**config.mk**
```make
export PLATFORM = sky130hd
export DESIGN_NAME = puf_crp_trng_engine_flat
export DESIGN_NICKNAME = d
export VERILOG_FILES = /design/src/rtl/puf_crp_trng_engine_if.sv /design/src/rtl/puf_crp_trng_engine.sv /design/src/flat_wrapper.sv
export SDC_FILE = /design/constraint.sdc
export NUM_CORES = 1
export LEC_CHECK = 0
export CAP_MARGIN = 5
export CORE_ASPECT_RATIO = 1.2
export CORE_MARGIN = 2
export CORE_UTILIZATION = 35
export DETAILED_ROUTE_END_ITERATION = 10
export PLACE_DENSITY = 0.66
export SYNTH_ARGS = -nofsm -noshare
export SYNTH_HDL_FRONTEND = slang
export SYNTH_SLANG_ARGS = --single-unit
```
**constraint.sdc**
```tcl
create_clock -name mclk -period 2 [get_ports mclk]
set_input_delay 0.3 -clock mclk [delete_from_list [all_inputs] [get_ports mclk]]
set_output_delay 0.3 -clock mclk [all_outputs]
set_load 0.01 [all_outputs]
```
**src/rtl/puf_crp_trng_engine_if.sv**
```systemverilog
// Host/PUF-side bundle for puf_crp_trng_engine; the engine takes the slave view.
// When STABILITY_MASK_EN is defined the bundle also carries stable_mask.
interface puf_crp_trng_engine_if #(
    parameter int RESP_W     = 64,
    parameter int CHAL_W     = 64,
    parameter int MSB_W      = 16,
    parameter int RAW_BLK    = 64,
    parameter int MAX_ROUNDS = 1023
);
    localparam int OC_W  = $clog2(RAW_BLK + 1);
    localparam int RND_W = $clog2(MAX_ROUNDS + 1);

    // Run handshake: start is honoured only while busy is low; resp_valid stays
    // high with resp_out/err/ones_count frozen until the cycle resp_ack is seen,
    // and drops on the following cycle.
    logic                     start;
    logic                     mode;
    logic [CHAL_W-1:0]        seed;
    logic [CHAL_W-MSB_W-1:0]  trng_lsb;
    logic                     puf_trig;
    logic [CHAL_W-1:0]        puf_chal_l;
    logic [CHAL_W-1:0]        puf_chal_r;
    logic                     puf_resp;
    logic                     busy;
    logic [RESP_W-1:0]        resp_out;
    logic                     resp_valid;
    logic                     resp_ack;
    logic                     err;
    logic [OC_W-1:0]          ones_count;
    logic [RND_W-1:0]         rounds;
    logic [3:0]               state_dbg;
`ifdef STABILITY_MASK_EN
    logic [RESP_W-1:0]        stable_mask;
`endif

    modport slave (
        input  start, mode, seed, trng_lsb, puf_resp, resp_ack,
`ifdef STABILITY_MASK_EN
        output stable_mask,
`endif
        output puf_trig, puf_chal_l, puf_chal_r, busy, resp_out, resp_valid,
        output err, ones_count, rounds, state_dbg
    );

    modport master (
        output start, mode, seed, trng_lsb, puf_resp, resp_ack,
`ifdef STABILITY_MASK_EN
        input  stable_mask,
`endif
        input  puf_trig, puf_chal_l, puf_chal_r, busy, resp_out, resp_valid,
        input  err, ones_count, rounds, state_dbg
    );
endinterface

```
**src/rtl/puf_crp_trng_engine.sv**
```systemverilog
// Delay-PUF controller: CRP mode (LFSR challenges, majority vote) and TRNG mode
// (von Neumann pairs, closed-loop bias tuning). STABILITY_MASK_EN adds stable_mask.
module puf_crp_trng_engine #(
    parameter int              RESP_W     = 64,
    parameter int              CHAL_W     = 64,
    parameter int              MSB_W      = 16,
    parameter int              ITER       = 10,
    parameter int              MAJ        = 5,
    parameter int              SETTLE     = 1,
    parameter logic [CHAL_W-1:0] LFSR_TAPS = 64'hD800_0000_0000_0000,
    parameter int              RAW_BLK    = 64,
    parameter int              BIAS_HI    = 40,
    parameter int              BIAS_LO    = 30,
    parameter int              STEP       = 50,
    parameter int              MAX_ROUNDS = 1023
) (
    input  logic                   mclk,
    input  logic                   rst,
    puf_crp_trng_engine_if.slave   bus
);
    localparam int OC_W  = $clog2(RAW_BLK + 1);
    localparam int RND_W = $clog2(MAX_ROUNDS + 1);
    localparam int IT_W  = $clog2(ITER + 1);
    localparam int BC_W  = $clog2(RESP_W + 1);
    localparam int RC_W  = $clog2(RAW_BLK + 1);
    localparam int ST_W  = $clog2(SETTLE + 1);

    localparam logic [IT_W-1:0]  ITER_C      = IT_W'(ITER);
    localparam logic [IT_W-1:0]  MAJ_C       = IT_W'(MAJ);
    localparam logic [BC_W-1:0]  RESP_C      = BC_W'(RESP_W);
    localparam logic [RC_W-1:0]  RAW_C       = RC_W'(RAW_BLK);
    localparam logic [OC_W-1:0]  BIAS_HI_C   = OC_W'(BIAS_HI);
    localparam logic [OC_W-1:0]  BIAS_LO_C   = OC_W'(BIAS_LO);
    localparam logic [RND_W-1:0] MAXR_C      = RND_W'(MAX_ROUNDS);
    localparam logic [ST_W-1:0]  SETTLE_LAST = ST_W'(SETTLE - 1);
    localparam logic [MSB_W:0]   STEP_X      = (MSB_W + 1)'(STEP);
    localparam logic [MSB_W-1:0] STEP_M      = MSB_W'(STEP);

    localparam logic [3:0] S_IDLE   = 4'd0;
    localparam logic [3:0] S_LOAD   = 4'd1;
    localparam logic [3:0] S_TRIG   = 4'd2;
    localparam logic [3:0] S_SETTLE = 4'd3;
    localparam logic [3:0] S_SAMPLE = 4'd4;
    localparam logic [3:0] S_VOTE   = 4'd5;
    localparam logic [3:0] S_PAIR   = 4'd6;
    localparam logic [3:0] S_CHECK  = 4'd7;
    localparam logic [3:0] S_HOLD   = 4'd8;

    logic [3:0]        state;
    logic              run_crp;
    logic              run_trng;
    logic [CHAL_W-1:0] lfsr;
    logic [MSB_W-1:0]  l_msb;
    logic [MSB_W-1:0]  r_msb;
    logic [IT_W-1:0]   iter;
    logic [IT_W-1:0]   vote;
    logic [BC_W-1:0]   bit_cnt;
    logic [RC_W-1:0]   raw_cnt;
    logic [ST_W-1:0]   settle_cnt;
    logic              first_bit;
    logic              second_bit;
    logic [RESP_W-1:0] resp_q;
    logic [OC_W-1:0]   ones_q;
    logic [RND_W-1:0]  rounds_q;
    logic              err_q;
`ifdef STABILITY_MASK_EN
    logic [RESP_W-1:0] mask_q;
`endif

    logic [IT_W-1:0]   iter_nxt;
    logic [BC_W-1:0]   bit_cnt_nxt;
    logic [RND_W-1:0]  rounds_nxt;
    logic              crp_bit;
    logic              unanimous;
    logic              pair_ok;
    logic [MSB_W:0]    l_sum;
    logic [MSB_W-1:0]  l_sat;
    logic [MSB_W-1:0]  r_sat;
    logic [CHAL_W-1:0] lfsr_nxt;

    assign iter_nxt    = iter + 1'b1;
    assign bit_cnt_nxt = bit_cnt + 1'b1;
    assign rounds_nxt  = rounds_q + 1'b1;
    assign crp_bit     = (vote > MAJ_C);
    assign unanimous   = (vote == '0) || (vote == ITER_C);
    assign pair_ok     = (first_bit != second_bit);
    assign lfsr_nxt    = {lfsr[CHAL_W-2:0], ~^(lfsr & LFSR_TAPS)};

    // Bias fields saturate rather than wrap so the tuning loop can't flip sign.
    assign l_sum = {1'b0, l_msb} + STEP_X;
    assign l_sat = l_sum[MSB_W] ? '1 : l_sum[MSB_W-1:0];
    assign r_sat = ({1'b0, r_msb} < STEP_X) ? '0 : (r_msb - STEP_M);

    always_ff @(posedge mclk) begin
        if (rst) begin
            state      <= S_IDLE;
            run_crp    <= 1'b0;
            run_trng   <= 1'b0;
            lfsr       <= '0;
            l_msb      <= '0;
            r_msb      <= '1;
            iter       <= '0;
            vote       <= '0;
            bit_cnt    <= '0;
            raw_cnt    <= '0;
            settle_cnt <= '0;
            first_bit  <= 1'b0;
            second_bit <= 1'b0;
            resp_q     <= '0;
            ones_q     <= '0;
            rounds_q   <= '0;
            err_q      <= 1'b0;
`ifdef STABILITY_MASK_EN
            mask_q     <= '0;
`endif
        end else begin
            case (state)
                S_IDLE: begin
                    if (bus.start) begin
                        run_crp  <= ~bus.mode;
                        run_trng <= bus.mode;
                        lfsr     <= bus.seed;
                        resp_q   <= '0;
                        ones_q   <= '0;
                        rounds_q <= '0;
                        err_q    <= 1'b0;
                        bit_cnt  <= '0;
                        raw_cnt  <= '0;
                        iter     <= '0;
                        vote     <= '0;
`ifdef STABILITY_MASK_EN
                        mask_q   <= '0;
`endif
                        state    <= bus.mode ? S_TRIG : S_LOAD;
                    end
                end
                S_LOAD: begin
                    lfsr  <= lfsr_nxt;
                    iter  <= '0;
                    vote  <= '0;
                    state <= S_TRIG;
                end
                S_TRIG: begin
                    settle_cnt <= '0;
                    state      <= S_SETTLE;
                end
                S_SETTLE: begin
                    if (settle_cnt == SETTLE_LAST) begin
                        state <= S_SAMPLE;
                    end else begin
                        settle_cnt <= settle_cnt + 1'b1;
                    end
                end
                S_SAMPLE: begin
                    if (run_crp) begin
                        vote  <= vote + IT_W'(bus.puf_resp);
                        iter  <= iter_nxt;
                        state <= (iter_nxt == ITER_C) ? S_VOTE : S_TRIG;
                    end else begin
                        ones_q  <= ones_q + OC_W'(bus.puf_resp);
                        raw_cnt <= raw_cnt + 1'b1;
                        // raw_cnt still holds the pre-sample count: even means first of a pair
                        if (!raw_cnt[0]) begin
                            first_bit <= bus.puf_resp;
                            state     <= S_TRIG;
                        end else begin
                            second_bit <= bus.puf_resp;
                            state      <= S_PAIR;
                        end
                    end
                end
                S_VOTE: begin
                    resp_q  <= {crp_bit, resp_q[RESP_W-1:1]};
                    ones_q  <= ones_q + OC_W'(crp_bit);
                    bit_cnt <= bit_cnt_nxt;
`ifdef STABILITY_MASK_EN
                    mask_q  <= {unanimous, mask_q[RESP_W-1:1]};
`endif
                    state   <= (bit_cnt_nxt == RESP_C) ? S_HOLD : S_LOAD;
                end
                S_PAIR: begin
                    if (pair_ok) begin
                        resp_q  <= {first_bit, resp_q[RESP_W-1:1]};
                        bit_cnt <= bit_cnt_nxt;
`ifdef STABILITY_MASK_EN
                        mask_q  <= {1'b0, mask_q[RESP_W-1:1]};
`endif
                    end
                    if (pair_ok && (bit_cnt_nxt == RESP_C)) begin
                        state <= S_HOLD;
                    end else if (raw_cnt == RAW_C) begin
                        state <= S_CHECK;
                    end else begin
                        state <= S_TRIG;
                    end
                end
                S_CHECK: begin
                    rounds_q <= rounds_nxt;
                    if (ones_q > BIAS_HI_C) begin
                        l_msb <= l_sat;
                    end else if (ones_q < BIAS_LO_C) begin
                        r_msb <= r_sat;
                    end
                    raw_cnt <= '0;
                    ones_q  <= '0;
                    if (rounds_nxt == MAXR_C) begin
                        err_q <= 1'b1;
                        state <= S_HOLD;
                    end else begin
                        state <= S_TRIG;
                    end
                end
                S_HOLD: begin
                    if (bus.resp_ack) begin
                        state <= S_IDLE;
                    end
                end
                default: state <= S_IDLE;
            endcase
        end
    end

    // Challenge mux follows the last run's mode; before any run only the right
    // arm carries the bias field.
    assign bus.puf_chal_l = run_crp  ? lfsr :
                            run_trng ? {l_msb, bus.trng_lsb} : '0;
    assign bus.puf_chal_r = run_crp  ? lfsr : {r_msb, bus.trng_lsb};

    assign bus.puf_trig   = (state == S_TRIG);
    assign bus.busy       = (state != S_IDLE);
    assign bus.resp_valid = (state == S_HOLD);
    assign bus.resp_out   = resp_q;
    assign bus.err        = err_q;
    assign bus.ones_count = ones_q;
    assign bus.rounds     = rounds_q;
    assign bus.state_dbg  = state;
`ifdef STABILITY_MASK_EN
    assign bus.stable_mask = mask_q;
`endif

endmodule

```
**src/flat_wrapper.sv**
```systemverilog
// flat-port wrapper written by rule: the top's interface ports become plain ports
module puf_crp_trng_engine_flat 
#(
    parameter int              RESP_W     = 64,
    parameter int              CHAL_W     = 64,
    parameter int              MSB_W      = 16,
    parameter int              ITER       = 10,
    parameter int              MAJ        = 5,
    parameter int              SETTLE     = 1,
    parameter logic [CHAL_W-1:0] LFSR_TAPS = 64'hD800_0000_0000_0000,
    parameter int              RAW_BLK    = 64,
    parameter int              BIAS_HI    = 40,
    parameter int              BIAS_LO    = 30,
    parameter int              STEP       = 50,
    parameter int              MAX_ROUNDS = 1023
)
  (mclk, rst, bus_start, bus_mode, bus_seed, bus_trng_lsb, bus_puf_resp, bus_resp_ack, bus_puf_trig, bus_puf_chal_l, bus_puf_chal_r, bus_busy, bus_resp_out, bus_resp_valid, bus_err, bus_ones_count, bus_rounds, bus_state_dbg);
  puf_crp_trng_engine_if #(.RESP_W(RESP_W), .CHAL_W(CHAL_W), .MSB_W(MSB_W), .RAW_BLK(RAW_BLK), .MAX_ROUNDS(MAX_ROUNDS)) bus_i ();
  input  logic mclk;
  input  logic rst;
  input wire logic [$bits(bus_i.start)-1:0] bus_start;
  input wire logic [$bits(bus_i.mode)-1:0] bus_mode;
  input wire logic [$bits(bus_i.seed)-1:0] bus_seed;
  input wire logic [$bits(bus_i.trng_lsb)-1:0] bus_trng_lsb;
  input wire logic [$bits(bus_i.puf_resp)-1:0] bus_puf_resp;
  input wire logic [$bits(bus_i.resp_ack)-1:0] bus_resp_ack;
  output wire logic [$bits(bus_i.puf_trig)-1:0] bus_puf_trig;
  output wire logic [$bits(bus_i.puf_chal_l)-1:0] bus_puf_chal_l;
  output wire logic [$bits(bus_i.puf_chal_r)-1:0] bus_puf_chal_r;
  output wire logic [$bits(bus_i.busy)-1:0] bus_busy;
  output wire logic [$bits(bus_i.resp_out)-1:0] bus_resp_out;
  output wire logic [$bits(bus_i.resp_valid)-1:0] bus_resp_valid;
  output wire logic [$bits(bus_i.err)-1:0] bus_err;
  output wire logic [$bits(bus_i.ones_count)-1:0] bus_ones_count;
  output wire logic [$bits(bus_i.rounds)-1:0] bus_rounds;
  output wire logic [$bits(bus_i.state_dbg)-1:0] bus_state_dbg;
  assign bus_i.start = bus_start;
  assign bus_i.mode = bus_mode;
  assign bus_i.seed = bus_seed;
  assign bus_i.trng_lsb = bus_trng_lsb;
  assign bus_i.puf_resp = bus_puf_resp;
  assign bus_i.resp_ack = bus_resp_ack;
  assign bus_puf_trig = bus_i.puf_trig;
  assign bus_puf_chal_l = bus_i.puf_chal_l;
  assign bus_puf_chal_r = bus_i.puf_chal_r;
  assign bus_busy = bus_i.busy;
  assign bus_resp_out = bus_i.resp_out;
  assign bus_resp_valid = bus_i.resp_valid;
  assign bus_err = bus_i.err;
  assign bus_ones_count = bus_i.ones_count;
  assign bus_rounds = bus_i.rounds;
  assign bus_state_dbg = bus_i.state_dbg;
  puf_crp_trng_engine #(.RESP_W(RESP_W), .CHAL_W(CHAL_W), .MSB_W(MSB_W), .ITER(ITER), .MAJ(MAJ), .SETTLE(SETTLE), .LFSR_TAPS(LFSR_TAPS), .RAW_BLK(RAW_BLK), .BIAS_HI(BIAS_HI), .BIAS_LO(BIAS_LO), .STEP(STEP), .MAX_ROUNDS(MAX_ROUNDS)) u_core (.mclk(mclk), .rst(rst), .bus(bus_i));
endmodule
```
==> results of run 1 <==
==> power breakdown <==
group,leakage (nW),internal (mW),switching [mW]
Clock,0.380,2.55,1.76
Sequential,1.69,4.33,0.227
Combinational,4.47,1.71,1.39
==> logic make-up (layout without fill, tap and decap cells) <==
kind of cell               Yosys count  after routing
other                                0              6
adders and majority gates           14             14
AOI/OAI and AO/OA                  342            342
and+or+nand+nor                    426            426
muxes                              129            129
buffers and inverters              125            542
DFF                                208            208
xor gates and xnor gates            28             28
==> registers in the layout (all words and copies together), names as in the netlist <==
signal and flops:
u_core.vote 4, u_core.bit_cnt 7, u_core.iter 4, u_core.bus.rounds 10, u_core.raw_cnt 7, u_core.run_crp 1, u_core.bus.err 1, u_core.r_msb 16
u_core.run_trng 1, u_core.bus.ones_count 7, u_core.l_msb 16, u_core.first_bit 1, u_core.bus.state_dbg 4, u_core.lfsr 64, u_core.second_bit 1, u_core.bus.resp_out 64
==> worst max-delay path: cells and delay by family (launching register included) <==
kind | cells | cell delay [ns]
buf+inv | 6 | 0.75
flops | 1 | 0.38
mux | 1 | 0.29
==> worst max-delay path by stage <==
| stage | from | to | slack [ns] |
|---|---|---|---|
| 3_3_place_gp | bus_puf_resp | u_core.bus.ones_count[6]$_SDFFE_PP0P_ | -0.07 |
| 3_5_place_dp | bus_puf_resp | u_core.bus.ones_count[6]$_SDFFE_PP0P_ | -0.13 |
| 5_1_grt | u_core.run_crp$_SDFFE_PP0P_ | bus_puf_chal_r[59] | -0.30 |
| 2_1_floorplan | u_core.bus.state_dbg[1]$_SDFFE_PP0P_ | u_core.bus.ones_count[6]$_SDFFE_PP0P_ | 0.004 |
| 4_1_cts | u_core.run_crp$_SDFFE_PP0P_ | bus_puf_chal_r[59] | -0.35 |
| 6_report | u_core.run_crp$_SDFFE_PP0P_ | bus_puf_chal_r[40] | -0.27 |
==> per-layer routing <==
metal | part of all wire, % | global-route usage (%)
met2 | 48 | 40.8
met4 | 4.5 | 11.1
met5 | 0.064 | 0
met3 | 10 | 8.14
met1 | 38 | 26.9
==> cell usage in the layout (no fill, tap or decap), drive strengths merged, types with 60 or more instances in the layout <==
cell and count:
a21oi 108, nand3 89, dfxtp 208, clkdlybuf4s50 204, mux2 61, nand2 110
buf 256, mux2i 68, a22o 60, nor2 120, a211oi 76
==> layout make-up <==
class / count / area share, %
inverters: 21 / 0.460
flip-flops and latches: 208 / 24.3
repair buffers: 483 / 29.5
diodes: 6 / 0.0876
clock inverters: 5 / 0.314
well taps: 396 / 2.89
multi-input cells: 939 / 38.3
clock buffers: 33 / 4.10
==> what timing repair did <==
item | 4_1_cts | 5_1_grt
endpoints found under the setup margin | 138 | 175
resized for setup | 560 | 162
gates cloned | 14 | 4
pin swaps | 50 | 28
buffers inserted | 34 | 22
==> stage by stage <==
stage               TNS, ns  hold slack, ns
global route         -19.53           0.149
global placement     -0.256           0.441
CTS                  -16.54           0.123
finish               -14.61           0.135
detailed placement    -2.04           0.444
floorplan                 0           0.426
==> results_tabular.tex, run 1 <==
\begin{tabular}{lr}
\hline
Metric & Value \\
\hline
\multicolumn{2}{l}{\textbf{Detailed routing}} \\
First drt pass iteration count & 5 \\
Via count & 11500 \\
Total wire length & 42.0 mm \\
Post-detailed-route wirelength per cell & 20.1 um \\
Drt drc & 0 \\
DRT antenna net count & 0 \\
Via/cell ratio & 5.48 \\
Drt first-iter violations & 754 \\
\multicolumn{2}{l}{\textbf{Critical path}} \\
Kind of start point of the critical path & flop \\
Path type of the worst setup path & flop to primary output \\
Arrival @ worst endpoint & 1.97 ns \\
FF-to-FF Start & u\_core.run\_crp\$\_SDFFE\_PP0P\_ \\
Worst Path Required & 1.70 ns \\
FF-to-FF path depth & 10 \\
Critical-path top delay cell & dfxtp\_4 \\
Setup slack of the worst register-to-register path & 0.04 ns \\
Capturing element type of the critical path & primary output \\
CP cell instances & buf\_12 > buf\_12 > buf\_8 > buf\_16 > buf\_6 > mux2\_4 > buf\_6 \\
Largest driver fanout on the critical path & 5 \\
Critical R2R Capture & u\_core.bus.ones\_count[6]\$\_SDFFE\_PP0P\_ \\
Peak per-stage delay on the critical path & 0.38 ns \\
\multicolumn{2}{l}{\textbf{Timing}} \\
Fin Clk Skew & 0.0169 ns \\
RSZ-0062 raised after global routing & yes \\
Final critical delay including setup and external delays & 2.27 ns \\
Final clock period utilization by the worst path & 113\% \\
Number of hold-slack violations in the final timing report & 0 \\
Worst rel slew slack & 59.9\% \\
Final worst setup slack & -0.267 ns \\
Setup-failing EPs final & 117 \\
Peak clock frequency supported by timing & 441 MHz \\
Actual transition at the worst max-transition pin & 0.602 ns \\
Max Transition Viols Final & 0 \\
\multicolumn{2}{l}{\textbf{GRT}} \\
Gr usage total & 24.0\% \\
Largest net degree at the start of global routing & 76 \\
Grt ovf & 0 \\
Antenna violations before repair & 8 \\
First-pass GRT wire length & 61.6 mm \\
Number of global-route vias before repair & 11000 \\
\multicolumn{2}{l}{\textbf{Placed design}} \\
Worst-case setup slack after placement & -0.129 ns \\
Cell Count Post-Placement & 1979 \\
Number of port buffers & 334 \\
Final GP Congestion & 0.886 \\
Post-DP HPWL & 27.6 mm \\
Standard cell area after detailed placement & 15100 sq um \\
\multicolumn{2}{l}{\textbf{Clocking}} \\
Insertion delay to the later sink of the worst-skew pair & 0.52 ns \\
Deepest clock path buffer count & 3 \\
Master cell of the clock root buffer & clkbuf\_16 \\
Clock slew seen by the registers of the worst setup and hold paths & 0.06 ns \\
Cts-stage hold buffer count & 0 \\
TritonCTS clock tree & done \\
CTS H-Tree Depth & 1 \\
Total clock sinks & 208 \\
Clock buffer count from CTS & 23 \\
\multicolumn{2}{l}{\textbf{Logic synthesis}} \\
Flops \& latches, synth & 208 \\
Post-synthesis compound-gate area fraction & 21.7\% \\
Fraction of post-synthesis cell area in the top cell type by area & 38.5\% \\
Summed instance area of the synthesized netlist & 10800 sq um \\
Most used flip-flop cell after synthesis & dfxtp\_1 \\
Area share of and/or/nand/nor cells after synthesis & 18.7\% \\
Gate Count Post-Synth & 1272 \\
Number of enable flip-flop cells after synthesis & 0 \\
Register area share after synthesis & 38.5\% \\
Fraction of the mapped netlist area in adder cells & 1.62\% \\
Leading cell type by number of instances after synthesis & dfxtp\_1 \\
Leading post-synthesis cells by cell area & dfxtp\_1 (39\%), mux2\_2 (6.4\%), mux2i\_1 (6.3\%), a211oi\_1 (5.3\%), a21oi\_1 (5.0\%) \\
Post-synthesis net count & 1404 \\
Post-synthesis async set-or-reset flop share & 0\% \\
Total number of yosys warnings & 0 \\
Mux cell area share after synthesis & 12.7\% \\
Synth unique cells & 61 \\
Cell types with the highest counts after synthesis & dfxtp\_1 (208), nor2\_1 (119), nand2\_1 (110) \\
Synth Area in XOR/XNOR & 2.27\% \\
Largest family of logic cells by synthesized area & compound AO/OA/AOI/OAI gates \\
Per-instance average area after synthesis & 8.50 sq um \\
Leading area contributor after synthesis & dfxtp\_1 \\
\multicolumn{2}{l}{\textbf{Pwr}} \\
Areal power density over the cells & 699 nW/um\^{}2 \\
Peak supply drop & 0.847 mV \\
Total Power Consumption & 12.0 mW \\
LEAKAGE & 6.54 nW \\
\multicolumn{2}{l}{\textbf{Finish}} \\
Share of cells above drive strength 1 & 25.0\% \\
Final instance area & 17100 sq um \\
Final cell count without fillers & 2091 \\
Fill cells & 2662 \\
Nets & 1808 \\
Area growth from synthesis to final layout & 58.7\% \\
Multi-input logic area & 6570 sq um \\
Share of the core filled with cells & 56.3\% \\
Register cell area after layout & 4170 sq um \\
\multicolumn{2}{l}{\textbf{Floorplanning}} \\
Die extent in x & 164 um \\
Core Footprint & 30500 sq um \\
Floorplan die area & 32300 sq um \\
FP Rows & 70 \\
Starting utilization of the core area & 35.5\% \\
\# IOs & 335 \\
Die Y-Extent & 196 um \\
\multicolumn{2}{l}{\textbf{Worst hold path}} \\
Endpoint of the worst hold-timing path & u\_core.bus.ones\_count[0]\$\_SDFFE\_PP0P\_ \\
Worst hold start & rst \\
Worst hold path cell count & 2 \\
Hold Crit Class & input pin to flop \\
\multicolumn{2}{l}{\textbf{Status}} \\
Violated checks & negative setup slack \\
Result of the run & finished with violations \\
\multicolumn{2}{l}{\textbf{Job}} \\
Max-cap violation count & 0 \\
\hline
\end{tabular}
(Power assumes the default switching activity.)
==> inputs of run 2 (changes only) <==
Clock period 2 ns to 1.99 ns, I/O delays scaled along.
==> run 2 against run 1 <==
Compared with the run above: the run still ends with negative setup slack left; worst setup slack improved by 0.10 ns; utilization fell by 0.47 points; combinational power fell by 3%; die area did not move; critical path type unchanged; largest power group unchanged.
==> results_tabular.tex, run 2 (synthesis gave the netlist of run 1 again) <==
\begin{tabular}{lr}
\hline
Metric & Value \\
\hline
\multicolumn{2}{l}{\textbf{Status}} \\
Result of the run & finished with violations \\
Violated checks & negative setup slack \\
\multicolumn{2}{l}{\textbf{Critical path}} \\
Arrival @ worst endpoint & 1.85 ns (-0.12 ns) \\
Largest driver fanout on the critical path & 8 (+3) \\
Peak per-stage delay on the critical path & 0.36 ns (-0.02 ns) \\
FF-to-FF Start & u\_core.r\_msb[12]\$\_SDFFE\_PP1P\_ \\
Critical R2R Capture & u\_core.r\_msb[5]\$\_SDFFE\_PP1P\_ \\
Worst Setup SP & u\_core.run\_crp\$\_SDFFE\_PP0P\_ \\
FF-to-FF path depth & 5 (-5) \\
Gate family responsible for the most delay along the worst path & buffers and inverters \\
Kind of start point of the critical path & flop \\
Critical-path top delay cell & dfxtp\_4 \\
Setup slack of the worst register-to-register path & 0.06 ns (+0.02 ns) \\
CP cell instances & buf\_6 > nor2b\_4 > buf\_12 > buf\_8 > buf\_16 > a22o\_1 > buf\_2 \\
Path type of the worst setup path & flop to primary output \\
Capturing element type of the critical path & primary output \\
Worst Path Required & 1.69 ns (about the same) \\
Bufs and invs on worst path & 5 (-1) \\
\multicolumn{2}{l}{\textbf{Clocking}} \\
CTS H-Tree Depth & 1 (unchanged) \\
Clock slew seen by the registers of the worst setup and hold paths & 0.06 ns (about the same) \\
Master cell of the clock root buffer & clkbuf\_16 \\
Cts-stage hold buffer count & 0 (unchanged) \\
Deepest clock path buffer count & 3 (unchanged) \\
TritonCTS clock tree & done \\
Insertion delay to the later sink of the worst-skew pair & 0.53 ns (about the same) \\
Total clock sinks & 208 (unchanged) \\
Clock buffer count from CTS & 23 (unchanged) \\
\multicolumn{2}{l}{\textbf{Finish}} \\
Final cell count without fillers & 2095 (+0.19\%) \\
Commonest cells after routing, fill and taps aside & dfxtp\_1 (204), clkdlybuf4s50\_1 (197), nor2\_1 (116) \\
Area growth from synthesis to final layout & 57.3\% \\
Share of cells above drive strength 1 & 26.2\% (+1.2 points) \\
Nets & 1809 (+0.055\%) \\
Most frequent standard cell in the layout excluding fill and tap cells & dfxtp\_1 \\
Fill cells & 2731 (+2.6\%) \\
\multicolumn{2}{l}{\textbf{Detailed routing}} \\
Via/cell ratio & 5.46 (-0.41\%) \\
Post-detailed-route wirelength per cell & 19.4 um (-3.1\%) \\
First drt pass iteration count & 7 (+2) \\
Total wire length & 40.7 mm (-2.9\%) \\
DRT antenna net count & 0 (unchanged) \\
Drt drc & 0 (unchanged) \\
Via count & 11400 (-0.22\%) \\
Drt first-iter violations & 794 (+5.3\%) \\
\multicolumn{2}{l}{\textbf{Timing}} \\
Max Transition Viols Final & 0 (unchanged) \\
Actual transition at the worst max-transition pin & 0.493 ns (-0.109 ns) \\
Final clock period utilization by the worst path & 108\% \\
Fin Clk Skew & 0.0170 ns (+0.000121 ns) \\
Worst rel slew slack & 67.0\% (+7.1 points) \\
Setup-failing EPs final & 98 (-16\%) \\
Min Hold Slack & 0.155 ns (+0.0200 ns) \\
Peak clock frequency supported by timing & 464 MHz \\
Setup TNS & -4.19 ns (+10.43 ns) \\
Final critical delay including setup and external delays & 2.15 ns \\
Number of hold-slack violations in the final timing report & 0 (unchanged) \\
Final worst setup slack & -0.163 ns (+0.103 ns) \\
RSZ-0062 raised after global routing & yes \\
\multicolumn{2}{l}{\textbf{GRT}} \\
Largest net degree at the start of global routing & 68 (-11\%) \\
Number of global-route vias before repair & 10600 (-3.2\%) \\
Gr usage total & 23.3\% (-0.65 points) \\
Grt ovf & 0 (unchanged) \\
First-pass GRT wire length & 60.6 mm (-1.6\%) \\
Antenna violations before repair & 7 (-1) \\
\multicolumn{2}{l}{\textbf{Floorplanning}} \\
Starting utilization of the core area & 35.5\% (unchanged) \\
Floorplan die area & 32300 sq um (unchanged) \\
FP Rows & 70 (unchanged) \\
\# IOs & 335 (unchanged) \\
Die extent in x & 164 um (unchanged) \\
Core Footprint & 30500 sq um (unchanged) \\
Die Y-Extent & 196 um (unchanged) \\
\multicolumn{2}{l}{\textbf{Job}} \\
Max-cap violation count & 0 (unchanged) \\
\multicolumn{2}{l}{\textbf{Pwr}} \\
Areal power density over the cells & 689 nW/um\^{}2 (-1.3\%) \\
Total Power Consumption & 11.7 mW (-2.2\%) \\
Peak supply drop & 0.620 mV (-27\%) \\
LEAKAGE & 6.51 nW (-0.49\%) \\
\multicolumn{2}{l}{\textbf{Placed design}} \\
Cell Count Post-Placement & 1994 (+0.76\%) \\
Post-DP HPWL & 28.1 mm (+1.6\%) \\
Final GP Congestion & 0.907 (+2.4\%) \\
Worst-case setup slack after placement & -0.127 ns (+0.00162 ns) \\
Number of port buffers & 334 (unchanged) \\
\multicolumn{2}{l}{\textbf{Worst hold path}} \\
Worst hold start & rst \\
Worst hold path cell count & 2 (unchanged) \\
Endpoint of the worst hold-timing path & u\_core.bus.ones\_count[0]\$\_SDFFE\_PP0P\_ \\
Hold Crit Class & input pin to flop \\
\hline
\end{tabular}
[run 2: cell count changes in the layout (fill, tap and decap cells not counted), moves of 3 or more]
cell	previous run	this run
mux2_4	38	48
buf_8	11	6
clkbuf_1	1	6
dlygate4sd2_1	9	4
mux2_2	23	13
buf_4	70	90
nand2b_4	2	5
nor2_2	3	0
buf_2	53	60
buf_16	13	7
clkdlybuf4s50_1	204	197
[run 2: power breakdown]
part / switching (mW) / internal (mW)
clock network: 1.74 / 2.39
logic: 1.36 / 1.64
registers: 0.230 / 4.35
total: 3.33 / 8.39
[run 2: timing repair]
item / in CTS / in global routing
buffers inserted: 31 / 20
resized for setup: 622 / 160
setup endpoints to repair: 141 / 246
pin swaps: 10 / 29
cloned: 8 / 2
[run 2: final cells by class]
cell class,instances,area [sq um],area share (%)
multi-input combinational,939,6630,39.0
timing repair buffer,484,4880,28.7
sequential,208,4170,24.5
clock buffer,36,694,4.08
tap,396,495,2.91
inverter,21,78.8,0.464
clock inverter,5,28.8,0.169
antenna,6,15.0,0.0883
[run 2: how the worst max path moves through the flow]
| stage | endpoint | depth (start not counted) | slack (ns) |
|---|---|---|---|
| 2_1_floorplan | u_core.r_msb[7]$_SDFFE_PP1P_ | 5 | 0.02 |
| 4_1_cts | bus_puf_chal_l[19] | 4 | -0.17 |
| 3_5_place_dp | u_core.raw_cnt[6]$_SDFFE_PP0P_ | 6 | -0.13 |
| 3_3_place_gp | u_core.raw_cnt[6]$_SDFFE_PP0P_ | 6 | -0.1 |
| 5_1_grt | bus_puf_chal_l[21] | 7 | -0.24 |
| 6_report | bus_puf_chal_l[21] | 7 | -0.16 |
[run 2: layer usage]
layer | up-vias | GRT usage [%] | share of wire, %
li1 | 5476 | - | -
met1 | 5433 | 27.3 | 39
met2 | 431 | 38.9 | 48
met3 | 95 | 7.47 | 9.0
met4 | 4 | 10.4 | 4.4
met5 | - | 0 | 0.066
[run 2: stage by stage]
step           utilization, %  cell area, sq um
2_1_floorplan               -             10800
3_3_place_gp             50.0             15200
3_5_place_dp             50.0             15200
4_1_cts                  53.6             16300
5_1_grt                  55.8             17000
6_report                 55.8             17000
==> RTL edit 1 (config.mk and constraints of run 2) <==
Make the reset (`rst`) asynchronous in one clocked block.
--- a/src/rtl/puf_crp_trng_engine.sv
+++ b/src/rtl/puf_crp_trng_engine.sv
@@ -92,5 +92,5 @@
     assign r_sat = ({1'b0, r_msb} < STEP_X) ? '0 : (r_msb - STEP_M);
 
-    always_ff @(posedge mclk) begin
+    always_ff @(posedge mclk or posedge rst) begin
         if (rst) begin
             state      <= S_IDLE;
Behaviour: differs if rst is asserted again (counterexample within 4 cycles, from zero or initial values and one cycle with rst high); with rst held inactive, the same outputs for 4 cycles.
==> RTL edit 1 against run 2 <==
The flow still finishes with violations (negative setup slack); setup slack worse by 0.10 ns; die area is 3.1% higher; sequential cell count stayed put; synthesized area is 3.1% higher; cell area is 3.9% higher; routed wire length is 5.6% lower; count of clock-buffer cells in the layout is 4 lower.
Power is not compared: it rests on default switching activity, and its combinational part moved more than twofold at a synthesized area within 25%.
==> RTL edit 1: results (changes against run 2) <==
logic_synthesis:
  ys_top_cells_by_count: "dfrtp_1 (192), a22o_1 (132), nand2_1 (129), o21ai_0 (103), mux2_2 (74)"
  yosys.area_share.xor_xnor_pct: 2.04  # -0.23 points
  ys_seq_area_share_pct: 46.9  # +8.3 points
  synth-main-ff-cell: "dfrtp_1"
  synthAdderAreaFrac_pct: 1.57  # -0.049 points
  synth_mux_area_share_pct: 13.4  # +0.70 points
  synth_area_leaders: "dfrtp_1 (43%), a22o_1 (10%), mux2_2 (7.5%), mux2i_1 (5.7%), o21ai_0 (4.6%)"
  syn_nets: 1217  # -13%
worst_setup_path:
  r2r_setup_slack_ns: -0.03  # -0.09 ns
  slowest_stage: "dfrtp_4"
  worst_path_largest_cell_delay_ns: 0.52  # +0.16 ns
  worstPathArrival_ns: 1.96  # +0.11 ns
finish:
  fillers: 2672  # -2.2%
  nets: 1665  # -8.0%
  antenna_cells: 0  # -6
  drive_gt1_share_pct: 31.6  # +5.4 points
sta:
  setup_viol: 131  # +34%
  fin_worst_hold_slack_ns: 0.0942  # -0.0611 ns
  fin_ws_ns: -0.266  # -0.103 ns
  clock_skew_ns: 0.0166  # -0.000343 ns
  setup_tns_ns: -18.66  # -14.47 ns
  relSlewSlack_pct: 67.1  # +0.082 points
power_and_ir_drop:
  finalPower_mw: 10.1
routing:
  vias: 10511  # -8.1%
  first_iter_violations: 803  # +1.1%
  dr.pass1.iters: 5  # -2
  wl_um: 38500  # -5.6%
clock_network:
  clkLatencyLatePin_ns: 0.51  # -0.02 ns
global_route:
  grt_max_degree: 65  # -4.4%
  track_usage_pct: 21.6  # -1.7 points
  antenna_found_initial: 0  # -7
  first_global_vias: 10253  # -3.7%
  grt_pass1_wl_um: 57600  # -5.0%
run_status:
  violations: "negative setup slack"
  outcome: "finished, violations left"
placement:
  placed_area_mm2: 0.0157  # +3.3%
  place_congestion: 0.856  # -5.6%
  dp.cells: 1851  # -7.2%
-- RTL edit 1: cell count changes after synthesis, sizes merged, moves of 14 or more --
cell    before  now
a211oi      76    4
o21ai       26  105
nand2      110  129
a22o        60  132
a21oi      108   22
nor2       120   45
clkbuf      79   52
dfrtp        0  192
nand3       89   24
dfxtp      208    0
dfstp        0   16
mux2        61   75
-- RTL edit 1: cell families after synthesis --
logic type | count (synthesis)
compound gates | 314
xor+xnor | 26
fa+ha+maj | 14
buf+inv | 96
flops | 208
mux | 139
simple gates | 288
-- RTL edit 1: per-layer routing --
layer	up-vias	share of wire, %	global-route usage (%)
li1	4889	-	-
met1	5196	42	28.6
met2	376	50	37.3
met3	50	5.9	3.37
met4	0	1.7	4.98
met5	-	0	0
-- RTL edit 1: repair_timing --
action,in CTS,in global routing
gates resized for setup,685,63
endpoints found under the setup margin,269,281
gates cloned,13,4
pin swaps,59,38
buffers inserted,22,23
-- RTL edit 1: final cells by class --
cell class / count / share of cell area, %
clock inverter: 9 / 0.595
multi-input combinational: 781 / 33.6
tap: 401 / 2.84
clock buffer: 32 / 3.73
inverter: 19 / 0.425
timing repair buffer: 500 / 29.2
sequential: 208 / 29.6
-- RTL edit 1: worst max-delay path, delay by kind of cell (launching register included) --
family                 cells  cell delay, ns
buffers and inverters      4            0.55
AO/OA/AOI/OAI              1            0.18
flip-flops                 1            0.52
AND/OR/NAND/NOR            1            0.17
-- RTL edit 1: final timing paths --
path                                  from                end  cells after the start
max                         u_core.run_crp  bus_puf_chal_l[2]                      6
min                                    rst  u_core.raw_cnt[0]                      2
max reg2reg                 u_core.run_crp  u_core.raw_cnt[5]                      8
min reg2reg                u_core.run_trng    u_core.run_trng                      2
max in group asynchronous              rst    u_core.r_msb[0]                      3
min in group mclk             bus_seed[31]    u_core.lfsr[31]                      3
==> RTL edit 2 (flow settings as in run 2) <==
Without the edit above. `MAX_ROUNDS` is set to 1023 in 3 places; all go to 511.
--- a/src/rtl/puf_crp_trng_engine_if.sv
+++ b/src/rtl/puf_crp_trng_engine_if.sv
@@ -6,5 +6,5 @@
     parameter int MSB_W      = 16,
     parameter int RAW_BLK    = 64,
-    parameter int MAX_ROUNDS = 1023
+    parameter int MAX_ROUNDS = 511
 );
     localparam int OC_W  = $clog2(RAW_BLK + 1);
--- a/src/rtl/puf_crp_trng_engine.sv
+++ b/src/rtl/puf_crp_trng_engine.sv
@@ -13,5 +13,5 @@
     parameter int              BIAS_LO    = 30,
     parameter int              STEP       = 50,
-    parameter int              MAX_ROUNDS = 1023
+    parameter int              MAX_ROUNDS = 511
 ) (
     input  logic                   mclk,
--- a/src/flat_wrapper.sv
+++ b/src/flat_wrapper.sv
@@ -13,5 +13,5 @@
     parameter int              BIAS_LO    = 30,
     parameter int              STEP       = 50,
-    parameter int              MAX_ROUNDS = 1023
+    parameter int              MAX_ROUNDS = 511
 )
   (mclk, rst, bus_start, bus_mode, bus_seed, bus_trng_lsb, bus_puf_resp, bus_resp_ack, bus_puf_trig, bus_puf_chal_l, bus_puf_chal_r, bus_busy, bus_resp_out, bus_resp_valid, bus_err, bus_ones_count, bus_rounds, bus_state_dbg);
Ports: changed (resized bus_rounds); port bits go from 335 to 334. The function was not compared with the original's and may differ.
==> RTL edit 2 against run 2 <==
The run still ends with negative setup slack left; setup slack got worse by 0.020 ns; register-to-register slack about the same; combinational power decreased by 5%; die area decreased by 0.29%; cell area decreased by 1.3%; total power about the same; sequential cell count decreased by 1; routed wire length decreased by 0.85%; hold slack got worse by 0.085 ns; critical path depth unchanged; first-iteration DRC count decreased by 7.3%; synthesized area decreased by 0.30%; fmax decreased by 0.94%; highest routed layer unchanged.
==> RTL edit 2: results (changes against run 2) <==
routing:
  via_per_inst: 5.41  # -0.84%
  drc: 0  # unchanged
  dr.pass1.iters: 5  # -2
  routedWlPerCell_um: 19.5  # +0.34%
  first_iter_violations: 736  # -7.3%
min_path:
  worstHoldPathType: "in -> reg"
logic_synthesis:
  synth_area_leaders: "dfxtp_1 (38%), mux2_2 (6.4%), mux2i_1 (6.3%), a211oi_1 (5.2%), a22o_1 (5.0%)"
  ys_seq_area_share_pct: 38.5  # -0.069 points
  async_flop_share_pct: 0  # unchanged
  ys_top_cells_by_count: "dfxtp_1 (207), nor2_1 (115), a21oi_1 (106), nand2_1 (99), nand3_1 (86)"
  ys_types: 69  # +13%
  syn_nets: 1387  # -1.2%
  synth_warnings: 0  # unchanged
run_status:
  outcome: "finished, violations left"
  violations: "negative setup slack"
power_and_ir_drop:
  p_leak_nw: 6.38  # -2.0%
  p_int_mw: 8.36  # -0.29%
  ir_worst_vdd_uv: 727  # +17%
global_route:
  grt_pass1_wl_um: 60400  # -0.46%
  first_global_vias: 10737  # +0.88%
  antenna_found_initial: 9  # +2
  grt_max_degree: 68  # unchanged
  track_usage_pct: 23.6  # +0.28 points
clock_network:
  h-tree-depth: 1  # unchanged
  clkLatencyLatePin_ns: 0.53  # about the same
  clk_pin_slew_ns: 0.06  # about the same
  clockBufferDepth: 3  # unchanged
  clock-root-buffer: "clkbuf_16"
  numCtsBuffers: 24  # +4.3%
sta:
  setup_viol: 120  # +22%
  clock_skew_ns: 0.0245  # +0.00757 ns
  tightest_slew_ns: 0.518  # +0.0256 ns
  fin_ws_ns: -0.184  # -0.0204 ns
placement:
  placed_area_mm2: 0.0152  # -0.57%
  place_congestion: 0.870  # -4.1%
  pre_cts_slack_ns: -0.0538  # +0.0732 ns
  dp_hpwl_um: 28200  # +0.44%
  io_buffer_count: 333  # -0.30%
finish:
  drive_gt1_share_pct: 24.7  # -1.5 points
  nets: 1782  # -1.5%
worst_setup_path:
  crit_fanout: 6  # -2
  worstPathArrival_ns: 1.88  # +0.03 ns
## RTL edit 2: repair_timing
action	CTS	global route
cloned	9	2
setup buffers	24	20
gates resized for setup	541	127
hold endpoints to repair	0	0
endpoints found under the setup margin	136	162
pin swaps	28	17
## RTL edit 2: final timing paths
kind | start | endpoint | slack (ns) | cells after the start
setup / recovery | u_core.run_crp | bus_puf_chal_l[38] | -0.18 | 7
hold / removal | rst | u_core.bus.resp_out[5] | 0.07 | 2
setup reg to reg | u_core.bus.state_dbg[3] | u_core.l_msb[0] | 0.06 | 7
hold reg to reg | u_core.bus.resp_out[29] | u_core.bus.resp_out[28] | 0.45 | 2
## RTL edit 2: power groups by stage
| stage | Combinational [mW] | Sequential, mW | Clock (mW) |
|---|---|---|---|
| after detailed placement | 2.50 | 4.63 | 0 |
| after global routing | 3.03 | 4.58 | 4.58 |
| after floorplan | 1.28 | 4.55 | 0 |
| after CTS | 2.72 | 4.54 | 4.42 |
| final | 2.85 | 4.56 | 4.31 |
| after global placement | 2.48 | 4.63 | 0 |
## RTL edit 2: per-stage QoR
step,utilization [%],setup TNS (ns),hold slack (ns),cells
after floorplan,-,-0.00388,0.426,1255
after global placement,49.9,-0.0370,0.435,1974
after detailed placement,49.9,-0.0718,0.448,1974
after CTS,53.9,-13.81,0.0634,2049
after global routing,55.2,-15.89,0.0692,2065
final,55.2,-8.62,0.0703,2070
## RTL edit 2: metal layers
layer / vias up / track usage [%] / wire (µm)
li1: 5406 / - / -
met1: 5314 / 27.8 / 16200
met2: 399 / 39.8 / 19000
met3: 83 / 7.95 / 3810
met4: 6 / 8.51 / 1390
met5: - / 0 / 34
## RTL edit 2: cells by family after synthesis
group | Yosys count | share of synthesized area [%]
AOI/OAI and AO/OA | 344 | 21.9
xor gates and xnor gates | 31 | 2.52
adders and majority gates | 14 | 1.63
buffers and inverters | 125 | 4.90
DFF | 207 | 38.5
muxes | 129 | 12.7
and+or+nand+nor | 405 | 17.9
## RTL edit 2: critical path, stage by stage (launching register included)
cell     delay (ns)
dfxtp_4        0.37
buf_12         0.13
nor2b_4        0.16
buf_12         0.15
buf_8          0.11
buf_6          0.11
a22o_1         0.16
buf_2          0.14
## RTL edit 2: area by class of cell
class                   count  area [µm²]
diodes                      6        15.0
clock buffers              33         666
clock inverters            11        93.8
fillers                  2773       13600
inverters                  20        75.1
multi-input cells         923        6500
flip-flops and latches    207        4160
well taps                 396         495
repair buffers            474        4770
